`src/rtl/lockstep_compare.sv`:
```
// Lockstep equivalence checker: CHANNELS x WIDTH buses, side A delayed SKEW cycles, error
// counting, first-failure capture, optional halt. Define LOCKSTEP_MASK_EN to add chan_mask.
module lockstep_compare #(
   parameter int WIDTH       = 1,
   parameter int CHANNELS    = 2,
   parameter int SKEW        = 0,
   parameter int CNT_W       = 8,
   parameter int HALT_ON_ERR = 0
) (
   input  logic                                            clk,
   input  logic                                            rst,
   input  logic                                            en,
   input  logic                                            clear,
   input  logic [CHANNELS*WIDTH-1:0]                       side_a,
   input  logic [CHANNELS*WIDTH-1:0]                       side_b,
`ifdef LOCKSTEP_MASK_EN
   input  logic [CHANNELS-1:0]                             chan_mask,
`endif
   output logic [CHANNELS-1:0]                             mismatch,
   output logic                                            err_sticky,
   output logic [CNT_W-1:0]                                err_count,
   output logic [((CHANNELS > 1) ? $clog2(CHANNELS) : 1)-1:0] first_ch,
   output logic [CNT_W-1:0]                                first_cyc,
   output logic [1:0]                                      state_o
);

   localparam int CH_W = (CHANNELS > 1) ? $clog2(CHANNELS) : 1;
   localparam logic [3:0] FILL_LAST = (SKEW > 0) ? 4'(SKEW - 1) : 4'd0;

   typedef enum logic [1:0] {
      S_IDLE  = 2'd0,
      S_FILL  = 2'd1,
      S_CHECK = 2'd2,
      S_HALT  = 2'd3
   } state_t;

   state_t                    state, state_nx;
   logic [3:0]                fill_cnt, fill_nx;
   logic [CNT_W-1:0]          cyc_cnt;
   logic [CHANNELS*WIDTH-1:0] a_dly;
   logic                      vld_dly;
   logic [CHANNELS-1:0]       active;
   logic [CHANNELS-1:0]       diff;
   logic                      do_cmp;
   logic                      hit;

   function automatic logic [CNT_W-1:0] sat_inc(input logic [CNT_W-1:0] v);
      return (&v) ? v : v + 1'b1;
   endfunction

   function automatic logic [CH_W-1:0] lowest_idx(input logic [CHANNELS-1:0] v);
      lowest_idx = '0;
      for (int i = CHANNELS - 1; i >= 0; i--) begin
         if (v[i]) lowest_idx = CH_W'(i);
      end
   endfunction

`ifdef LOCKSTEP_MASK_EN
   assign active = ~chan_mask;
`else
   assign active = '1;
`endif

   // Stage boundary: side A and its valid bit are delayed to line up with side B
   generate
      if (SKEW == 0) begin : g_nodly
         assign a_dly   = side_a;
         assign vld_dly = en;
      end else begin : g_dly
         logic [CHANNELS*WIDTH-1:0] a_p [SKEW];
         logic [SKEW-1:0]           vld_p;
         logic                      flush;

         assign flush = (state == S_FILL) && !en;

         always_ff @(posedge clk or negedge rst) begin
            if (!rst) begin
               for (int i = 0; i < SKEW; i++) a_p[i] <= '0;
               vld_p <= '0;
            end else begin
               a_p[0] <= side_a;
               for (int i = 1; i < SKEW; i++) a_p[i] <= a_p[i-1];
               if (clear || flush) begin
                  vld_p <= '0;
               end else begin
                  vld_p[0] <= en;
                  for (int i = 1; i < SKEW; i++) vld_p[i] <= vld_p[i-1];
               end
            end
         end

         assign a_dly   = a_p[SKEW-1];
         assign vld_dly = vld_p[SKEW-1];
      end
   endgenerate

   always_comb begin
      diff = '0;
      for (int i = 0; i < CHANNELS; i++) begin
         diff[i] = (a_dly[i*WIDTH +: WIDTH] != side_b[i*WIDTH +: WIDTH]) && active[i];
      end
   end

   // A clear on the same edge discards any compare result
   assign do_cmp = (state == S_CHECK) && en && vld_dly && !clear;
   assign hit    = do_cmp && (|diff);

   always_comb begin
      state_nx = state;
      fill_nx  = fill_cnt;
      case (state)
         S_IDLE: begin
            if (en) begin
               state_nx = (SKEW > 0) ? S_FILL : S_CHECK;
               fill_nx  = '0;
            end
         end
         S_FILL: begin
            if (!en)                        state_nx = S_IDLE;
            else if (fill_cnt == FILL_LAST) state_nx = S_CHECK;
            else                            fill_nx  = fill_cnt + 4'd1;
         end
         S_CHECK: begin
            if (!en)                              state_nx = S_IDLE;
            else if (hit && (HALT_ON_ERR != 0))   state_nx = S_HALT;
         end
         default: state_nx = state;
      endcase
      if (clear) state_nx = S_IDLE;
   end

   // Stage boundary: compare results and status registered
   always_ff @(posedge clk or negedge rst) begin
      if (!rst) begin
         state      <= S_IDLE;
         fill_cnt   <= '0;
         cyc_cnt    <= '0;
         mismatch   <= '0;
         err_sticky <= 1'b0;
         err_count  <= '0;
         first_ch   <= '0;
         first_cyc  <= '0;
      end else begin
         state    <= state_nx;
         fill_cnt <= fill_nx;
         if (clear) begin
            cyc_cnt    <= '0;
            mismatch   <= '0;
            err_sticky <= 1'b0;
            err_count  <= '0;
            first_ch   <= '0;
            first_cyc  <= '0;
         end else begin
            mismatch <= do_cmp ? diff : '0;
            if (hit) begin
               err_count <= sat_inc(err_count);
               if (!err_sticky) begin
                  err_sticky <= 1'b1;
                  first_ch   <= lowest_idx(diff);
                  first_cyc  <= cyc_cnt;
               end
            end
            if (state == S_CHECK) begin
               if (!en)         cyc_cnt <= '0;
               else if (do_cmp) cyc_cnt <= sat_inc(cyc_cnt);
            end else if (state != S_HALT) begin
               cyc_cnt <= '0;
            end
         end
      end
   end

   assign state_o = state;

endmodule

```
`config.mk`:
```
export PLATFORM = sky130hd
export DESIGN_NAME = lockstep_compare
export DESIGN_NICKNAME = d
export VERILOG_FILES = /design/src/rtl/lockstep_compare.sv
export SDC_FILE = /design/constraint.sdc
export NUM_CORES = 1
export LEC_CHECK = 0
export BUFFER_PORTS_ARGS = -buffer_cell sky130_fd_sc_hd__buf_2
export CAP_MARGIN = 10
export CORE_ASPECT_RATIO = 0.9
export CORE_MARGIN = 2
export CORE_UTILIZATION = 50
export CTS_CLUSTER_DIAMETER = 120
export DETAILED_ROUTE_END_ITERATION = 10
export PLACE_DENSITY_LB_ADDON = 0.3
export REMOVE_ABC_BUFFERS = 1
export SLEW_MARGIN = 20
export SYNTH_ARGS = -nofsm -noshare
export SYNTH_HDL_FRONTEND = slang
export SYNTH_SLANG_ARGS = --single-unit
```
`constraint.sdc`:
```
create_clock -name clk -period 1.95 [get_ports clk]
set_clock_uncertainty 0.1 [all_clocks]
set_input_delay 0.0975 -clock clk [delete_from_list [all_inputs] [get_ports clk]]
set_output_delay 0.0975 -clock clk [all_outputs]
set_load 0.02 [all_outputs]
```
## Word-level counts from Yosys, hierarchy flattened

Cells that the tools add are included.

| word-level totals | value |
|---|---|
| memory bits (read-only) | 0 |
| bits of input ports | 8 |
| bits in latches | 0 |
| bits in registers | 34 |
| memories | 0 |
| memory bits (writable) | 0 |
| output and inout bits | 22 |

| cells by class | value |
|---|---|
| divide/modulo/power cells | 0 |
| add/sub/neg operators | 3 |
| equality and inequality tests | 15 |
| $lt $le $gt $ge | 0 |
| mux-type cells | 31 |
| bitwise operators | 0 |
| reductions and logical operators | 19 |
| shift operators | 0 |
| $mul | 0 |

Operators by type and width:

| kind | number |
|---|---|
| 8-bit two-way mux | 12 |
| 8-bit by 1-bit adder with 8-bit output, second input constant | 2 |
| 8-bit AND reduction | 2 |
| 2-bit two-way mux | 7 |
| 4-bit two-way mux | 3 |
| 2-bit inequality test, second input constant | 6 |
| 4-bit inequality test, second input constant | 3 |
| 4-bit case mux with 2 select lines | 1 |
| 4-bit AND reduction | 2 |
| 1-bit two-way mux | 7 |
| 3-bit inequality test, second input constant | 2 |
| 2-bit case mux with 3 select lines | 1 |
| 4-bit by 1-bit adder with 4-bit output, second input constant | 1 |
| 1-bit logical AND | 4 |
| 4-bit zero test | 1 |
| 2-bit AND reduction | 2 |
| 2-bit nonzero test | 2 |
| 4-bit nonzero test | 1 |
| 3-bit AND reduction | 1 |
| 3-bit nonzero test | 1 |
| 2-bit by 1-bit equality test with 1-bit output, second input constant | 1 |
| 2-bit equality test, second input constant | 1 |
| 2-bit zero test | 1 |
| 1-bit inequality test | 2 |
| other kinds (2) | 2 |

## Depth between registers and ports, before layout

Gate-level depths: netlist of run 1.

| logic depth | value |
|---|---|
| depth after elaboration | 8 |
| gate-level depth with buffers | 5 |

## Least setup slack after synthesis of run 1

OpenSTA, ideal clock, no wires.

| path | value |
|---|---|
| path kind | register to register |
| from | register err_count[0] |
| to | register err_count[1] |
| slack | 230 ps |
| arrival time | 1492 ps |
| buffers on the path | 0 |
| data required time | 1723 ps |
| cell stages (with the launch flop) | 6 |
| cell sequence | dfrtp_1 -> ha_1 -> nand3_1 -> nor2_1 -> nor2_1 -> mux2_1 |

| between the ends | value |
|---|---|
| word-level cells in the longest chain between the ends | 4 |
| elaborated cells on any way between the ends | 7 |
| classes of those cells | add/sub (1); eq/ne (1); mux (3); reduce/logical (2) |

RTL lines:

| what | RTL line | text |
|---|---|---|
| start, declared | 21 | `output logic [CNT_W-1:0] err_count,` |
| start signal, assigned | 156 | `err_count <= sat_inc(err_count);` |
| 8-bit by 1-bit adder with 8-bit output | 48 | `return (&v) ? v : v + 1'b1;` |
| 8-bit two-way mux | 48 |  |
| 8-bit two-way mux | 155 | `if (hit) begin` |
| 8-bit two-way mux | 146 | `if (clear) begin` |

Parallel ways exist; a longest one is shown, timed or not. The select of a mux whose other input is x is not followed.
A chain may end at the register's enable or synchronous reset.

## Final worst setup path of run 1

| path | value |
|---|---|
| from | input clear |
| to | register err_count[7] |

| between the ends | value |
|---|---|
| word-level cells in the longest chain between the ends | 5 |
| elaborated cells on any way between the ends | 7 |
| classes of those cells | eq/ne (1); mux (1); reduce/logical (5) |

RTL lines:

| what | RTL line | text |
|---|---|---|
| start, declared | 13 | `input logic clear,` |
| 1-bit zero test | 105 | `assign do_cmp = (state == S_CHECK) && en && vld_dly && !clear;` |
| 1-bit logical AND | 105 |  |
| 1-bit logical AND | 106 | `assign hit = do_cmp && (\|diff);` |
| 2-bit nonzero test (no line) | n/a |  |
| 2-bit AND reduction (no line) | n/a |  |

Parallel ways exist; a longest one is shown, timed or not.

==> flow_summary.ini, run 1 <==
[yosys]
synth_area_leaders = dfrtp_1 (53%), nand2_1 (5.8%), o21ai_1 (4.8%)
post-synth-top-area-cell = dfrtp_1
syn_avg_cell_area_um2 = 9.84
synthCells = 138
syn_area_um2 = 1360
ys_warn_count = 0
yosysTopAreaCellShare = 0.535
ys_types = 36
ys_ff_latch = 29
seq_area_frac_synth = 0.535

[worst_setup_path]
slowest_stage = or4_1
cp.arrival_ps = 2000
r2r_slack_ps = 200
r2r-start = err_count[0]
worstPathRequired_ps = 2110
crit_type = in2reg
cp-startpoint = clear
crit_buf_inv = 2
crit-reg2reg-capture = err_count[1]
r2r_cells = 5
worstSetupStartpointType = input pin
cp_slowest_stage_delay_ps = 550
critical_path.top_delay_family = simple AND/OR/NAND/NOR gates
crit_chain = dlygate4sd3_1, buf_2, nand3b_4, a21o_1, or4_1, a21oi_1
end_kind = flip-flop
cp_max_fo = 16

[timing]
finalHoldViolCount = 1
hold-worst-slack_ps = -4.30
max_freq_mhz = 544
tns_ps = 0
slew_headroom = 0.577
fin_crit_ps = 1840
grt_setup_unrepaired = false
finalSetupViolCount = 0
period_share = 0.942
slew_violations = 0
tightestPinTransition_ps = 635

[die]
io_pins = 30
fp.dieW_um = 58.9
die_h_um = 53.4
start_util = 0.541
rows = 17
coreArea_um2 = 2510
die-area_um2 = 3150

[route]
highest_layer = met4
dr_wl_met3_um = 150
route.detailed.drc = 2
via_count = 1135
wl_met1_um = 1320
drt-wirelength-per-cell_um = 13.9
viasPerCell = 5.62
postRouteAntennaNets = 0
drt_iter0_markers = 47
wirelength_um = 2800
wl_met2_um = 1250
drtPass1Iterations = 7

[cts]
clk_pin_slew_worst_paths_ps = 80
postCtsResizedCells = 0
cts.sinks = 29
cts_buffers = 5
cts_tree = done
clock_latency_ps = 340
ctsLongestPathBuffers = 2
h-tree-depth = 2
cts_root_buf = clkbuf_4

[outcome]
outcome = complete, but fails checks
failed_checks = design-rule violations, negative hold slack

[global_routing]
grt_pass1_wl_um = 4910
grt_pass1_vias = 1041
grt_usage = 0.217
antenna_found_initial = 0
overflow = 0
grt_start_max_net_pins = 30

[min_path]
whs_endpoint = mismatch[1]
min_from = side_a[1]
hold_depth = 3
hold_class = in2reg

[placed_design]
portBuffers = 28
place.gp.congestion = 0.804
hpwl_um = 1980

[flow_run]
cap_violations = 0

[final_layout]
num_antenna_cells = 0
fin_nets = 184
fillerInstances = 215
area_delta_synth_final_pct = 19.0
multiInputGateArea_um2 = 592
seqCellArea_um2 = 726
layout-drive-gt1-share = 0.230

[power_and_ir_drop]
power.density_nw_per_um2 = 647
p_leak_nw = 0.786
peakVddDrop_v = 0.000378
finalPower_w = 0.00104
==> layer usage <==
metal | up-vias | GRT usage
li1 | 560 | -
met1 | 534 | 0.286
met2 | 33 | 0.322
met3 | 8 | 0.0538
met4 | 0 | 0.125
met5 | - | 0
==> cells in the mapped netlist (all sizes together) <==
master	count
a211oi	1
a21o	1
a21oi	7
and2	1
and3	2
buf	3
clkbuf	2
conb	1
dfrtp	29
ha	2
inv	4
mux2	1
nand2	21
nand3	3
nand3b	2
nand4	4
nor2	12
nor2b	2
nor3	2
nor3b	1
nor4bb	1
o2111ai	2
o211ai	2
o21ai	14
o311ai	3
o31ai	4
o41ai	1
or2	1
or3	2
or4	1
xnor2	2
xor2	4
==> placed cells by master (no fill, tap or decap), types with 2 or more instances in the layout <==
cell type	Yosys	routed
clkbuf_4	0	5
o2111ai_1	2	2
o21ai_1	13	13
nor3_1	2	2
nor2_1	12	12
nor2b_1	2	2
a21oi_1	7	7
buf_2	2	28
buf_4	1	3
o211ai_1	2	2
o31ai_1	4	4
xnor2_1	2	2
dfrtp_1	29	29
ha_1	2	2
inv_1	3	3
nand4_1	4	4
xor2_1	4	4
nand2_1	21	21
dlygate4sd3_1	0	3
o311ai_1	3	3
and3_1	2	2
or3_1	2	2
nand3_1	3	3
==> how the worst max path moves through the flow <==
stage                   endpoint  slack, ps  cells after the start
floorplan           err_count[7]        190                      4
global placement    err_count[1]        300                      5
detailed placement  err_count[1]        230                      5
CTS                 err_count[7]        120                      6
global route        err_count[7]         40                      6
finish              err_count[7]        110                      6
==> worst reg2reg max path: stages, from the launching register on <==
cell     delay, ps
dfrtp_1        390
ha_1           220
nand3_1        120
nor2_1         380
nor2_1          90
mux2_1         330
==> timing repair <==
item	CTS	global route
endpoints found under the hold margin	34	0
endpoints found under the setup margin	0	0
hold buffers	3	0
setup buffers	0	0
==> stage by stage <==
| stage | area (µm²) | utilization | instances | hold slack (ps) | setup WS, ps |
|---|---|---|---|---|---|
| finish | 1620 | 0.644 | 202 | -4.30 | 112 |
| CTS | 1620 | 0.644 | 202 | 1.13 | 122 |
| global route | 1620 | 0.644 | 202 | 6.45 | 37.6 |
| floorplan | 1330 | - | 133 | -298 | 187 |
| detailed placement | 1530 | 0.610 | 192 | 51.5 | 234 |
| global placement | 1530 | 0.610 | 192 | 42.4 | 303 |
==> cell families (layout without fill, tap and decap cells) <==
logic type | Yosys count | count (layout) | synth area share
fa+ha+maj | 2 | 2 | 0.0184
mux | 1 | 1 | 0.00829
compound gates | 35 | 35 | 0.164
buf+inv | 9 | 45 | 0.0295
xor+xnor | 6 | 6 | 0.0387
flops | 29 | 29 | 0.535
simple gates | 55 | 55 | 0.204
other cells | 1 | 1 | 0.00276
==> layout make-up <==
type | count | share of cell area
timing repair buffer | 34 | 0.119
multi-input combinational | 100 | 0.366
clock buffer | 7 | 0.0341
inverter | 4 | 0.00930
tap | 28 | 0.0217
sequential | 29 | 0.449
==> power breakdown <==
part,internal [W],switching [W],leakage (nW)
combinational,0.0000230,0.0000451,0.351
sequential,0.000605,0.00000357,0.403
clock,0.000170,0.000198,0.0314
total,0.000798,0.000246,0.786
==> sequential cells by signal, indices dropped and copies added, names as in the netlist <==
name        count
err_sticky      1
first_cyc       8
state_o         1
cyc_cnt         8
err_count       8
mismatch        2
first_ch        1
Note: power is estimated with default switching activity, not from simulation.
==> run 2, diff against run 1 <==
- CORE_ASPECT_RATIO: 0.9 -> unset
==> run 2 against run 1 <==
Effect of this change:
- combinational power increased by 0.9%
- critical path depth unchanged
- the flow now finishes without violations
- flip-flop and latch count unchanged
- clock-buffer cell count unchanged
- highest routed layer unchanged
- critical path type unchanged
- fmax decreased by 0.89%
- largest power group unchanged
==> flow_summary.ini, run 2 (synthesis gave the netlist of run 1 again) <==
[worst_setup_path]
crit_chain = dlygate4sd3_1, buf_2, nand3b_4, a21o_2, or4_1, a21oi_1
crit-reg2reg-capture = err_count[1]
r2r_cells = 5
end_kind = flip-flop
slowest_stage = dlygate4sd3_1
cp.arrival_ps = 2020
worstSetupStartpointType = input pin
crit_type = in2reg
cp_max_fo = 12
worstPathRequired_ps = 2120
r2r-start = err_count[0]
cp_slowest_stage_delay_ps = 540
r2r_slack_ps = 210

[placed_design]
portBuffers = 28
place_ws_ps = 231
place.gp.congestion = 0.780
hpwl_um = 1900

[timing]
period_share = 0.951
slew_violations = 0
setup_ws_ps = 96.0
finalSetupViolCount = 0
tns_ps = 0
max_freq_mhz = 539
fin_crit_ps = 1850
finalHoldViolCount = 0
grt_setup_unrepaired = false
slew_headroom = 0.574
tightestPinTransition_ps = 639

[final_layout]
num_antenna_cells = 0
layout-drive-gt1-share = 0.240
top_regs = cyc_cnt (8), err_count (8), first_cyc (8)
final_common_cell = dfrtp_1
area_delta_synth_final_pct = 20.6
fillerInstances = 213
mostFrequentLayoutCells = dfrtp_1 (29), buf_2 (28), nand2_1 (21)
fin_nets = 184

[die]
die_h_um = 56.1
io_pins = 30
start_util = 0.538
die-area_um2 = 3150
rows = 18
coreArea_um2 = 2520
fp.dieW_um = 56.1

[route]
route.detailed.drc = 0
drtPass1Iterations = 4
postRouteAntennaNets = 0
viasPerCell = 5.50
drt_iter0_markers = 28
drt-wirelength-per-cell_um = 13.6
via_count = 1128
wirelength_um = 2790

[min_path]
min_from = side_b[0]
hold_class = in2reg
hold_depth = 3
whs_endpoint = mismatch[0]

[cts]
ctsLongestPathBuffers = 2
h-tree-depth = 2
cts_setup_buffers = 0
cts_tree = done
cts_buffers = 5
cts.sinks = 29
clock_latency_ps = 330
clk_pin_slew_worst_paths_ps = 90
cts_root_buf = clkbuf_4

[global_routing]
grt_usage = 0.202
grt_pass1_vias = 1051
use_met1 = 0.248
overflow = 0
antenna_found_initial = 0
grtUsageMet3 = 0.0814
gr-usage-met2 = 0.311
grt_pass1_wl_um = 4780
busiest_layer = met2
grt_start_max_net_pins = 30

[power_and_ir_drop]
p_leak_nw = 0.795
peakVddDrop_v = 0.000606
power.density_nw_per_um2 = 671

[flow_run]
cap_violations = 0

[outcome]
outcome = complete, no violations
## run 2: how the worst max path moves through the flow
stage / slack [ps] / end / start
2_1_floorplan: 190 / err_count[7] / state_o[1]
3_3_place_gp: 310 / err_count[1] / err_count[0]
3_5_place_dp: 230 / err_count[1] / err_count[0]
4_1_cts: 110 / err_count[7] / clear
5_1_grt: 5 / err_count[7] / clear
6_report: 100 / err_count[7] / clear
## run 2: metrics by stage
stage	std cells	total power, W	hold slack [ps]	area, µm²	util
3_5_place_dp	193	0.000684	65.5	1530	0.605
6_report	205	0.00110	20.2	1640	0.649
4_1_cts	205	0.00112	8.44	1640	0.648
5_1_grt	205	0.00115	46.9	1640	0.649
2_1_floorplan	133	0.000650	-298	1330	-
3_3_place_gp	193	0.000683	50.9	1530	0.605
## run 2: layout make-up
class,instances,area [µm²],area share
flip-flops and latches,29,726,0.443
multi-input cells,100,593,0.362
repair buffers,34,195,0.119
clock buffers,7,65.1,0.0398
well taps,30,37.5,0.0229
inverters,4,15.0,0.00917
clock inverters,1,5.00,0.00306
## run 2: report_power, final
group          internal, W  total [W]  switching, W
combinational    0.0000238  0.0000687     0.0000449
sequential        0.000605   0.000609    0.00000362
clock             0.000209   0.000420      0.000211
## run 2: critical path, delay by kind of cell
kind | cells | cell delay (ps)
buffers and inverters | 2 | 720
AND/OR/NAND/NOR | 2 | 760
AO/OA/AOI/OAI | 2 | 440
## run 2: repair_timing
item / CTS / global route
hold endpoints to repair: 35 / 0
hold buffers: 4 / 0
gates resized for setup: 0 / 1
setup endpoints to repair: 0 / 1
## run 2: routing by layer
layer,vias up,part of all wire
li1,565,-
met1,532,0.45
met2,27,0.47
met3,4,0.050
met4,0,0.021
met5,-,0
==> run 3, diff against run 2 <==
- REMOVE_ABC_BUFFERS: 1 -> unset
==> run 3 against run 2 <==
Effect of this change:
- clock power shrank 14%
- highest routed layer unchanged
- sequential share of layout area grew 0.31 points
- largest power group unchanged
- utilization shrank 0.45 points
- critical path type unchanged
- die area is the same
==> flow_summary.ini, run 3 (synthesis gave the netlist of run 1 again) <==
[cts]
postCtsResizedCells = 0
cts_tree = done
ctsLongestPathBuffers = 2
postCtsHoldBufs = 3
clk_pin_slew_worst_paths_ps = 80
clock_latency_ps = 320
cts_buffers = 5
h-tree-depth = 2
cts.sinks = 29
cts_root_buf = clkbuf_4
cts_setup_buffers = 0

[final_layout]
area_delta_synth_final_pct = 19.7
stdcell_area_um2 = 1630
final_common_cell = dfrtp_1
top_regs = cyc_cnt (8), err_count (8), first_cyc (8)
num_antenna_cells = 0
layout-drive-gt1-share = 0.234
fin_nets = 185
fillerInstances = 210
mostFrequentLayoutCells = dfrtp_1 (29), buf_2 (28), nand2_1 (21)

[power_and_ir_drop]
power.share.sequential = 0.583
power.switching_w = 0.000242
p_leak_nw = 0.790
p_clk_frac = 0.346
power.density_nw_per_um2 = 642
power_frac_comb = 0.070
swShare = 0.232
peakVddDrop_v = 0.000416
p_int_w = 0.000802

[timing]
fin_crit_ps = 1860
hold-worst-slack_ps = 99.0
tns_ps = 0
grt_setup_unrepaired = false
slew_violations = 0
finalHoldViolCount = 0
slew_headroom = 0.584
period_share = 0.956
tightestPinTransition_ps = 623
max_freq_mhz = 536
finalSetupViolCount = 0

[min_path]
hold_class = in2reg
hold_depth = 4

[route]
drt-wirelength-per-cell_um = 13.6
drt_iter0_markers = 42
viasPerCell = 5.57
via_count = 1141
wirelength_um = 2790
postRouteAntennaNets = 0
drtPass1Iterations = 4
route.detailed.drc = 0

[die]
die_h_um = 56.1
coreArea_um2 = 2520
die-area_um2 = 3150
io_pins = 30
rows = 18
start_util = 0.538
fp.dieW_um = 56.1

[worst_setup_path]
crit_buf_inv = 2
worstPathRequired_ps = 2100
r2r_cells = 5
crit_type = in2reg
cp.arrival_ps = 2010
cp_max_fo = 16
cp_slowest_stage_delay_ps = 560
cp.depth = 6
worstSetupStartpointType = input pin
end_kind = flip-flop
slowest_stage = or4_1
crit_chain = dlygate4sd3_1, buf_2, nand3b_4, a21o_1, or4_1, a21oi_1
critical_path.top_delay_family = simple AND/OR/NAND/NOR gates

[placed_design]
portBuffers = 28
postPlaceCellArea_um2 = 1540
place.gp.congestion = 0.760
hpwl_um = 1940

[outcome]
outcome = complete, no violations

[global_routing]
use_met1 = 0.234
grt_pass1_vias = 1051
antenna_found_initial = 0
grt_pass1_wl_um = 4690
grt_start_max_net_pins = 30
gr-usage-met2 = 0.316
grtUsageMet3 = 0.0651
overflow = 0
busiest_layer = met2
grt_usage = 0.191

[flow_run]
cap_violations = 0

[yosys]
syn_nets = 148
## run 3: cell types whose count changed in the layout (fill, tap and decap cells not counted)
cell / previous run / this run
a21o_1: 0 / 1
a21o_2: 1 / 0
buf_4: 2 / 4
clkbuf_1: 0 / 1
clkbuf_8: 2 / 1
clkinv_2: 1 / 0
dlygate4sd3_1: 4 / 3
## run 3: final timing paths
path                       slack (ps)           end          from
setup reg to reg                  170  err_count[1]  err_count[0]
max in group asynchronous        1120    state_o[1]           rst
hold / removal                    100   mismatch[1]     side_a[1]
setup / recovery                   90  err_count[7]         clear
min in group asynchronous         220  first_cyc[6]           rst
hold reg to reg                   410  err_count[6]  err_count[6]
## run 3: area by class of cell
cell class	count	area (µm²)	area share
Tap cell	30	37.5	0.0231
Clock buffer	7	55.1	0.0339
Multi-Input combinational cell	100	592	0.364
Inverter	4	15.0	0.00924
Sequential cell	29	726	0.446
Timing Repair Buffer	35	200	0.123
## run 3: layer usage
metal / share of wire / vias to the layer above
li1: - / 569
met1: 0.47 / 530
met2: 0.45 / 35
met3: 0.066 / 7
met4: 0.013 / 0
met5: 0 / -
## run 3: metrics by stage
| stage | total power, W | setup slack, ps | std cells | utilization |
|---|---|---|---|---|
| floorplan | 0.000653 | 230 | 138 | - |
| global placement | 0.000689 | 302 | 195 | 0.611 |
| detailed placement | 0.000691 | 209 | 195 | 0.611 |
| CTS | 0.00105 | 144 | 205 | 0.644 |
| global route | 0.00109 | 27.6 | 205 | 0.644 |
| finish | 0.00104 | 86.0 | 205 | 0.644 |
## run 3: power groups by stage
stage | combinational, W | sequential, W | clock, W
final | 0.0000734 | 0.000609 | 0.000362
after global routing | 0.0000816 | 0.000610 | 0.000399
after CTS | 0.0000745 | 0.000609 | 0.000370
after detailed placement | 0.0000698 | 0.000621 | 0
after global placement | 0.0000681 | 0.000621 | 0
after floorplan | 0.0000276 | 0.000626 | 0
## run 3: tightest hold or removal path, stage by stage
cell and delay [ps]:
buf_2 80, xnor2_1 140, buf_4 130, nor2_1 40
